--- config.mk ---
export PLATFORM = sky130hd
export DESIGN_NAME = pong_pixel_gen
export DESIGN_NICKNAME = d
export VERILOG_FILES = /design/src/rtl/pong_pkg.sv /design/src/rtl/pong_ball_ctrl.sv /design/src/rtl/pong_pixel_gen.sv
export SDC_FILE = /design/constraint.sdc
export NUM_CORES = 1
export LEC_CHECK = 0
export BUFFER_PORTS_ARGS = -buffer_cell sky130_fd_sc_hd__buf_2
export CAP_MARGIN = 10
export CORE_MARGIN = 2
export CORE_UTILIZATION = 60
export CTS_CLUSTER_DIAMETER = 50
export DETAILED_ROUTE_END_ITERATION = 12
export GPL_TIMING_DRIVEN = 0
export PLACE_DENSITY = 0.87
export SLEW_MARGIN = 10
export SYNTH_ARGS = -nofsm -noshare
export SYNTH_HDL_FRONTEND = slang
export SYNTH_SLANG_ARGS = --single-unit
--- constraint.sdc ---
create_clock -name pixelClock -period 5.5 [get_ports pixelClock]
set_clock_uncertainty 0.15 [all_clocks]
set_input_delay 0.825 -clock pixelClock [delete_from_list [all_inputs] [get_ports pixelClock]]
set_output_delay 0.825 -clock pixelClock [all_outputs]
set_load 0.03 [all_outputs]
--- src/rtl/pong_pkg.sv ---
// Shared constants for the pong pixel generator: colours, paddle columns, ball home position, direction encoding.
package pong_pkg;

   localparam logic [7:0] COL_BALL     = 8'hFF;
   localparam logic [7:0] COL_PADDLE_L = 8'hE0;
   localparam logic [7:0] COL_PADDLE_R = 8'h03;
   localparam logic [7:0] COL_NET      = 8'h92;
   localparam logic [7:0] COL_BG       = 8'h00;

   localparam logic [9:0] PADDLE_L_X0 = 10'd16;
   localparam logic [9:0] PADDLE_R_X0 = 10'd616;
   localparam logic [9:0] PADDLE_RST_Y = 10'd208;

   localparam logic [9:0] BALL_X0 = 10'd316;
   localparam logic [9:0] BALL_Y0 = 10'd236;

   localparam logic [9:0] NET_X0 = 10'd318;
   localparam logic [9:0] NET_X1 = 10'd321;

   typedef enum logic {DIR_LEFT = 1'b0, DIR_RIGHT = 1'b1} dir_x_e;
   typedef enum logic {DIR_UP   = 1'b0, DIR_DOWN  = 1'b1} dir_y_e;

endpackage

--- src/rtl/pong_ball_ctrl.sv ---
// Ball/paddle game state, advanced once per frame_tick; score pulses are combinational in the tick cycle.
// Latency: new state visible the cycle after frame_tick; no backpressure.
module pong_ball_ctrl
   import pong_pkg::*;
#(
   parameter int H_ACTIVE  = 640,
   parameter int V_ACTIVE  = 480,
   parameter int BALL_SIZE = 8,
   parameter int PADDLE_W  = 8,
   parameter int PADDLE_H  = 64,
   parameter int BALL_STEP = 2
) (
   input  logic       clk,
   input  logic       rst,
   input  logic       frame_tick,
   input  logic [9:0] paddle_l_y,
   input  logic [9:0] paddle_r_y,
   output logic [9:0] ball_x,
   output logic [9:0] ball_y,
   output logic [9:0] pad_l_y,
   output logic [9:0] pad_r_y,
   output logic       score_l,
   output logic       score_r
);
   localparam logic [9:0] STEP    = 10'(BALL_STEP);
   localparam logic [9:0] SZ_M1   = 10'(BALL_SIZE - 1);
   localparam logic [9:0] PH_M1   = 10'(PADDLE_H - 1);
   localparam logic [9:0] PAD_MAX = 10'(V_ACTIVE - PADDLE_H);
   localparam logic [9:0] Y_MAX   = 10'(V_ACTIVE - BALL_SIZE);
   localparam logic [9:0] X_MAX   = 10'(H_ACTIVE - BALL_SIZE);
   localparam logic [9:0] HIT_L_X = PADDLE_L_X0 + 10'(PADDLE_W);
   localparam logic [9:0] HIT_R_X = PADDLE_R_X0 - 10'(BALL_SIZE);

   logic [9:0] ball_x_q, ball_x_d, ball_y_q, ball_y_d;
   logic [9:0] pad_l_q, pad_l_d, pad_r_q, pad_r_d;
   dir_x_e     dir_x_q, dir_x_d;
   dir_y_e     dir_y_q, dir_y_d;
   logic [9:0] cl_l, cl_r;
   logic       hit_l, hit_r, lose_l, lose_r;

   function automatic logic [9:0] clamp_pad(input logic [9:0] y);
      return (y > PAD_MAX) ? PAD_MAX : y;
   endfunction

   // Overlap tests only add, so nothing can wrap below zero.
   function automatic logic rows_overlap(input logic [9:0] by, input logic [9:0] top);
      return (by + SZ_M1 >= top) && (by <= top + PH_M1);
   endfunction

   always_comb begin
      cl_l   = clamp_pad(paddle_l_y);
      cl_r   = clamp_pad(paddle_r_y);
      hit_l  = (dir_x_q == DIR_LEFT) && (ball_x_q <= HIT_L_X + STEP) && rows_overlap(ball_y_q, cl_l);
      hit_r  = (dir_x_q == DIR_RIGHT) && (ball_x_q + STEP >= HIT_R_X) && rows_overlap(ball_y_q, cl_r);
      lose_l = (dir_x_q == DIR_LEFT) && !hit_l && (ball_x_q < STEP);
      lose_r = (dir_x_q == DIR_RIGHT) && !hit_r && (ball_x_q + STEP > X_MAX);

      ball_x_d = ball_x_q;
      ball_y_d = ball_y_q;
      dir_x_d  = dir_x_q;
      dir_y_d  = dir_y_q;
      pad_l_d  = pad_l_q;
      pad_r_d  = pad_r_q;

      if (frame_tick) begin
         pad_l_d = cl_l;
         pad_r_d = cl_r;

         if (dir_y_q == DIR_UP) begin
            if (ball_y_q < STEP) begin
               ball_y_d = '0;
               dir_y_d  = DIR_DOWN;
            end else begin
               ball_y_d = ball_y_q - STEP;
            end
         end else begin
            if (ball_y_q + STEP > Y_MAX) begin
               ball_y_d = Y_MAX;
               dir_y_d  = DIR_UP;
            end else begin
               ball_y_d = ball_y_q + STEP;
            end
         end

         if (hit_l) begin
            ball_x_d = HIT_L_X;
            dir_x_d  = DIR_RIGHT;
         end else if (hit_r) begin
            ball_x_d = HIT_R_X;
            dir_x_d  = DIR_LEFT;
         end else if (lose_l || lose_r) begin
            // A serve restarts from the centre; the vertical direction carries over.
            ball_x_d = BALL_X0;
            ball_y_d = BALL_Y0;
            dir_x_d  = (dir_x_q == DIR_LEFT) ? DIR_RIGHT : DIR_LEFT;
         end else if (dir_x_q == DIR_LEFT) begin
            ball_x_d = ball_x_q - STEP;
         end else begin
            ball_x_d = ball_x_q + STEP;
         end
      end
   end

   always_ff @(posedge clk or posedge rst) begin
      if (rst) begin
         ball_x_q <= BALL_X0;
         ball_y_q <= BALL_Y0;
         dir_x_q  <= DIR_RIGHT;
         dir_y_q  <= DIR_DOWN;
         pad_l_q  <= PADDLE_RST_Y;
         pad_r_q  <= PADDLE_RST_Y;
      end else begin
         ball_x_q <= ball_x_d;
         ball_y_q <= ball_y_d;
         dir_x_q  <= dir_x_d;
         dir_y_q  <= dir_y_d;
         pad_l_q  <= pad_l_d;
         pad_r_q  <= pad_r_d;
      end
   end

   assign ball_x  = ball_x_q;
   assign ball_y  = ball_y_q;
   assign pad_l_y = pad_l_q;
   assign pad_r_y = pad_r_q;
   assign score_l = frame_tick & lose_r;
   assign score_r = frame_tick & lose_l;

endmodule

--- src/rtl/pong_pixel_gen.sv ---
// Pong pixel generator: pixel counters, colour mux, 1-cycle aligned rgb/hs_out/vs_out; no backpressure.
// Optional dashed net enabled by defining PONG_CENTER_LINE_EN.
module pong_pixel_gen
   import pong_pkg::*;
#(
   parameter int H_ACTIVE  = 640,
   parameter int V_ACTIVE  = 480,
   parameter int BALL_SIZE = 8,
   parameter int PADDLE_W  = 8,
   parameter int PADDLE_H  = 64,
   parameter int BALL_STEP = 2
) (
   input  logic       pixelClock,
   input  logic       reset,
   input  logic       hs,
   input  logic       vs,
   input  logic       bright,
   input  logic [9:0] paddle_l_y,
   input  logic [9:0] paddle_r_y,
   output logic [7:0] rgb,
   output logic       hs_out,
   output logic       vs_out,
   output logic       frame_tick,
   output logic       score_l,
   output logic       score_r
);
   localparam logic [9:0] PX_MAX   = 10'(H_ACTIVE - 1);
   localparam logic [9:0] PY_MAX   = 10'(V_ACTIVE - 1);
   localparam logic [9:0] SZ_M1    = 10'(BALL_SIZE - 1);
   localparam logic [9:0] PH_M1    = 10'(PADDLE_H - 1);
   localparam logic [9:0] PAD_L_X1 = PADDLE_L_X0 + 10'(PADDLE_W - 1);
   localparam logic [9:0] PAD_R_X1 = PADDLE_R_X0 + 10'(PADDLE_W - 1);

   logic [9:0] px_q, px_d, py_q, py_d;
   logic       hs_q, hs_d, vs_q, vs_d, vs_prev_q, vs_prev_d;
   logic       bright_q, bright_d, line_ok_q, line_ok_d;
   logic [7:0] rgb_q, rgb_d;
   logic [9:0] ball_x, ball_y, pad_l_y, pad_r_y;
   logic       bright_rise, bright_fall;
   logic       in_ball, in_pad_l, in_pad_r;

   assign frame_tick = vs_prev_q & ~vs_q;

   pong_ball_ctrl #(
      .H_ACTIVE (H_ACTIVE),
      .V_ACTIVE (V_ACTIVE),
      .BALL_SIZE(BALL_SIZE),
      .PADDLE_W (PADDLE_W),
      .PADDLE_H (PADDLE_H),
      .BALL_STEP(BALL_STEP)
   ) u_ball (
      .clk       (pixelClock),
      .rst       (reset),
      .frame_tick(frame_tick),
      .paddle_l_y(paddle_l_y),
      .paddle_r_y(paddle_r_y),
      .ball_x    (ball_x),
      .ball_y    (ball_y),
      .pad_l_y   (pad_l_y),
      .pad_r_y   (pad_r_y),
      .score_l   (score_l),
      .score_r   (score_r)
   );

   always_comb begin
      bright_rise = bright & ~bright_q;
      bright_fall = bright_q & ~bright;
      hs_d        = hs;
      vs_d        = vs;
      vs_prev_d   = vs_q;
      bright_d    = bright;
      // After reset nothing is drawn until a full line starts, so py cannot count a partial line.
      line_ok_d   = line_ok_q | bright_rise;

      px_d = '0;
      if (bright) px_d = (px_q == PX_MAX) ? px_q : px_q + 10'd1;

      py_d = py_q;
      if (frame_tick) py_d = '0;
      else if (bright_fall && line_ok_q && (py_q != PY_MAX)) py_d = py_q + 10'd1;

      in_ball  = (px_q >= ball_x) && (px_q <= ball_x + SZ_M1) &&
                 (py_q >= ball_y) && (py_q <= ball_y + SZ_M1);
      in_pad_l = (px_q >= PADDLE_L_X0) && (px_q <= PAD_L_X1) &&
                 (py_q >= pad_l_y) && (py_q <= pad_l_y + PH_M1);
      in_pad_r = (px_q >= PADDLE_R_X0) && (px_q <= PAD_R_X1) &&
                 (py_q >= pad_r_y) && (py_q <= pad_r_y + PH_M1);

      rgb_d = COL_BG;
      if (bright && (line_ok_q || bright_rise)) begin
         if (in_ball)       rgb_d = COL_BALL;
         else if (in_pad_l) rgb_d = COL_PADDLE_L;
         else if (in_pad_r) rgb_d = COL_PADDLE_R;
`ifdef PONG_CENTER_LINE_EN
         else if ((px_q >= NET_X0) && (px_q <= NET_X1) && !py_q[4]) rgb_d = COL_NET;
`endif
      end
   end

   always_ff @(posedge pixelClock or posedge reset) begin
      if (reset) begin
         px_q      <= '0;
         py_q      <= '0;
         hs_q      <= 1'b1;
         vs_q      <= 1'b1;
         vs_prev_q <= 1'b1;
         bright_q  <= 1'b1;
         line_ok_q <= 1'b0;
         rgb_q     <= COL_BG;
      end else begin
         px_q      <= px_d;
         py_q      <= py_d;
         hs_q      <= hs_d;
         vs_q      <= vs_d;
         vs_prev_q <= vs_prev_d;
         bright_q  <= bright_d;
         line_ok_q <= line_ok_d;
         rgb_q     <= rgb_d;
      end
   end

   assign rgb    = rgb_q;
   assign hs_out = hs_q;
   assign vs_out = vs_q;

endmodule

* Yosys cells after proc, flatten, opt, wreduce, memory -nomap -nowiden
Index checks and enable logic that the tools add are counted.
** Operators by class
- Divide/modulo/power cells :: 0
- Reduce and logical (&&, ||, !) cells :: 29
- Bitwise logic cells :: 10
- Add/sub/neg operators :: 12
- Magnitude comparators :: 24
- Multipliers :: 0
- Multiplexer cells :: 27
- Equal/unequal tests :: 3
- Shift operators :: 0
** Operators by type and width (number)
- $mux W10 :: 16
- $ge A10 B10 Y1 :: 6
- $le A10 B10 Y1 :: 6
- $add A10 B6 Y10 const B :: 4
- $gt A10 B9 Y1 const B :: 3
- $mux W8 :: 3
- $logic_and A1 B1 Y1 :: 22
- $add A10 B1 Y10 const B :: 2
- $add A10 B2 Y10 const B :: 2
- $add A10 B3 Y10 const B :: 2
- $ge A10 B10 Y1 const B :: 2
- $le A10 B5 Y1 const B :: 2
- $lt A10 B2 Y1 const B :: 2
- $sub A10 B2 Y10 const B :: 2
- $eq A10 B10 Y1 const B :: 1
- $ge A10 B5 Y1 const B :: 1
- $gt A10 B10 Y1 const B :: 1
- $le A10 B10 Y1 const B :: 1
- $ne A10 B9 Y1 const B :: 1
- $mux W1 :: 7
- $and A1 B1 Y1 :: 5
- $not A1 Y1 :: 4
- $reduce_bool A3 Y1 :: 1
- $logic_not A1 Y1 :: 2
- other kinds (6) :: 7
** Storage, ports and cells
- Output and inout port bits :: 13
- Input bits :: 25
- Bits in registers :: 75
- Memories kept :: 0
- Latch bits :: 0
- Bits in read-only memories :: 0
- Logic and storage cells :: 119
- RAM bits :: 0

* Logic depth before layout (Yosys ltp)
- Depth in word-level cells :: 13
- Gate-level depth with buffers :: 21
- Depth with buffers taken out :: 19

* Cells and area by module
Synthesis repeated with hierarchy kept, for this count alone.
** Second synthesis, totals
- Cells, all modules :: 940
- Area total of the unflattened synthesis :: 7840.0 um^2
** By module, submodules not included
- pong_ball_ctrl :: seq. area each 1048.5 um^2, times used 1, cells each 506, area each 4191.5 um^2
- pong_pixel_gen :: seq. area each 705.7 um^2, times used 1, cells each 434, area each 3648.5 um^2

* Worst setup path after synthesis
No wires, ideal clock.
- Path type :: input port to output port
- Start point :: in paddle_r_y[0]
- End point :: out score_r
- Path buffers :: 1
- Setup slack :: -0.365 ns
- Cell stages on the path :: 19
- Required time :: 4.525 ns
- Arrival :: 4.890 ns
- Cells stage by stage :: or3_1 > o31a_1 > o211ai_1 > and2_1 > nand2_1 > ha_1 > nand3_1 > nor3_1 > xnor2_1 > nor2_1 > ha_1 > and3_1 > nand3_1 > o211a_1 > a211o_1 > a211o_1 > buf_6 > nand2_1 > nor3b_1
** RTL lines
- start: declaration :: line pong_pixel_gen.sv:19 : input logic [9:0] paddle_r_y,
- end: declaration :: line pong_pixel_gen.sv:25 : output logic score_r

==> impl_metrics.json <==
{
  "drive_gt1_share_pct": 15.7,
  "design_area_sq_mm": 0.00845,
  "fmax_ghz": 0.180,
  "synth_edf_count": 0,
  "drc_errors": 0,
  "drv_slew": 0,
  "clkSinkCount": 69,
  "fin_crit_ps": 5570,
  "synth_area_leader_cell": "ha_1",
  "syn_to_final_growth_pct": 14.8,
  "drt-total-wl_um": 21400,
  "place_area_sq_mm": 0.00779,
  "hold_ws_ps": 223,
  "hold_class": "register to register",
  "synth.area.top_cells": "ha_1 (23%), dfrtp_1 (16%), dfstp_2 (7.8%)",
  "grt_overflow_total": 0,
  "violations": "negative setup slack",
  "port_buffers": 37,
  "power_w": 0.00258,
  "top_usage_layer": "met2",
  "worstPathArrival_ps": 4590,
  "nets": 1116,
  "clock_path_buffers": 2,
  "min_path_cells": 0,
  "ys_seq_area_share_pct": 23.8,
  "vias_per_cell": 6.50,
  "rows": 40,
  "design.die.area_sq_mm": 0.0132,
  "grt_max_degree": 48,
  "p_leak_nw": 4.02,
  "antenna_left": 0,
  "tritoncts": "done",
  "grt_pass1_wl_um": 33300,
  "cts_made_buffers": 9,
  "r2r_slack_ps": 690,
  "grtUsageTotal_pct": 32.2,
  "yosys_most_used_dff": "dfrtp_1",
  "synth_seq_cells": 69,
  "hold_buffers": 0,
  "synth.avg_cell_area_sq_um": 8.31,
  "hold_start": "vs_out",
  "htreeDepth": 3,
  "drv_cap": 0,
  "power_density_mw_per_mm2": 305,
  "clk_latency_ps": 360,
  "reg2reg_from": "u_ball.ball_y[1]",
  "rsz0062_at_grt": "yes",
  "grt_pass1_vias": 6907,
  "postSynthCellCount": 887,
  "fin_util_pct": 70.4,
  "gp_congestion": 0.953,
  "async_flop_share_pct": 100,
  "cts_root_buf": "clkbuf_16",
  "fp.dieW_um": 115,
  "crit_fanout": 3,
  "ys_warn_count": 0,
  "clk_pin_slew_worst_paths_ps": 60,
  "criticalPathCategory": "input port to output port",
  "synth_cell_types": 70,
  "dr_total_vias": 7220,
  "antenna_found_initial": 0,
  "hold_viol": 0,
  "ir_worst_vdd_mv": 0.243,
  "cp.required_ps": 4530,
  "status": "complete, but fails checks",
  "dp_hpwl_um": 14700,
  "grt_use_met3_pct": 6.69,
  "fp.dieH_um": 115,
  "critPathCaptureType": "output port",
  "drt-initial-drc-count": 732,
  "cp-start-kind": "input port",
  "period_share_pct": 101,
  "setup_viol_count_final": 1,
  "io-pin-count": 38,
  "min_to": "vs_prev_q",
  "timing.slew.headroom_pct": 54.4,
  "floorplan.initialDensity_pct": 61.3,
  "dr.pass1.iters": 6,
  "synth_top_cell_area_share_pct": 22.6,
  "use_met1_pct": 40.8,
  "r2r_end": "u_ball.ball_y[3]",
  "tightest_slew_ps": 667,
  "insertedDiodeCount": 0,
  "reg2reg_depth": 17,
  "core_sq_mm": 0.0120,
  "grt_use_met2_pct": 52.4,
  "worst_slack_ps": -66.5,
  "netlist_area_sq_mm": 0.00737,
  "wl_per_cell_um": 19.3
}
cells in the mapped netlist (8+ instances only):
| master | number |
|---|---|
| a21oi_1 | 49 |
| and3_1 | 14 |
| o21ai_0 | 60 |
| clkbuf_1 | 15 |
| xor2_1 | 20 |
| nor2b_1 | 9 |
| dfstp_2 | 22 |
| ha_1 | 133 |
| nand4_1 | 20 |
| inv_1 | 66 |
| a211oi_1 | 8 |
| nand2_1 | 76 |
| nand2b_1 | 11 |
| nand3_1 | 32 |
| nor2_1 | 65 |
| nor4_1 | 10 |
| nor3_1 | 20 |
| a31oi_1 | 14 |
| dfrtp_1 | 47 |
| a21o_1 | 23 |
| xnor2_1 | 41 |
how the worst max path moves through the flow:
| stage | from | cells past startpoint | to |
|---|---|---|---|
| after floorplan | paddle_r_y[0] | 19 | score_r |
| after global placement | paddle_r_y[0] | 21 | score_r |
| after detailed placement | paddle_r_y[0] | 21 | score_r |
| after CTS | paddle_r_y[2] | 21 | score_r |
| after global routing | paddle_r_y[1] | 20 | score_r |
| final | paddle_r_y[1] | 20 | score_r |
placed cells by master (no fill, tap or decap), drive strengths merged, types with 14 or more instances in the layout:
cell and instances:
dfstp 22, dfrtp 47, a31oi 15, clkbuf 28
nand2 76, o21ai 60, ha 133, buf 73
inv 70, nor3 20, a21oi 49, and3 14
xor2 20, nor2 65, nand3 33, nand4 20
xnor2 41, a21o 23
cell families after synthesis:
family,Yosys count,synth area share [%]
multiplexers,2,0.272
buffers and inverters,102,6.05
AND/OR/NAND/NOR,293,19.8
other,1,0.0509
adder cells (fa/ha/maj),133,22.6
flip-flops,69,23.8
XOR/XNOR,61,7.25
AO/OA/AOI/OAI,226,20.2
per-layer routing:
metal	wire (um)	part of all wire (%)
met1	8550	40
met2	10000	47
met4	833	3.9
met5	0	0
met3	1970	9.2
worst max-delay path, stage by stage:
cell,delay [ps]
buf_6,100
or3_4,380
o31a_1,280
o211ai_1,250
and2_4,240
nand2_4,80
ha_4,180
nand3_4,70
nor3_4,50
xnor2_1,130
nor2_1,90
ha_1,330
and3_4,210
nand3_4,70
o211a_1,210
a211o_1,290
a211o_1,360
nand2_4,100
nor3b_4,190
buf_6,150
report_power, final:
part | internal (W) | switching, W | leakage [nW]
combinational | 0.000490 | 0.000736 | 3.00
clock | 0.000428 | 0.000255 | 0.169
sequential | 0.000585 | 0.0000851 | 0.848
total | 0.00150 | 0.00108 | 4.02
sequential cells by signal, indices dropped and copies added (netlist names), 3 cells and up:
signal          cells
u_ball.pad_l_y     10
u_ball.pad_r_y     10
px_q               10
u_ball.ball_x       9
rgb                 3
py_q               10
u_ball.ball_y      10
per-stage QoR:
step           worst slack (ps)  setup TNS [ps]  instances
5_1_grt                    -147            -177       1110
3_5_place_dp               -497            -760       1075
2_1_floorplan              20.7               0        890
6_report                  -66.5           -66.5       1110
3_3_place_gp               -447            -653       1074
4_1_cts                   -7.20           -7.20       1106
layout make-up:
type                    instances  area (sq um)
flip-flops and latches         69          1750
repair buffers                 58           385
inverters                      69           262
fillers                       923          3560
multi-input cells             719          5350
plain buffers                  32           175
clock buffers                  11           253
clock inverters                 5          88.8
well taps                     147           184
what timing repair did:
item                                   in CTS  in global routing
resized for setup                          25                 15
pin swaps                                  16                 19
setup endpoints to repair                   2                  2
buffers inserted                           15                  6
endpoints found under the hold margin       0                  0
No activity file was read; power rests on OpenSTA's default activity.
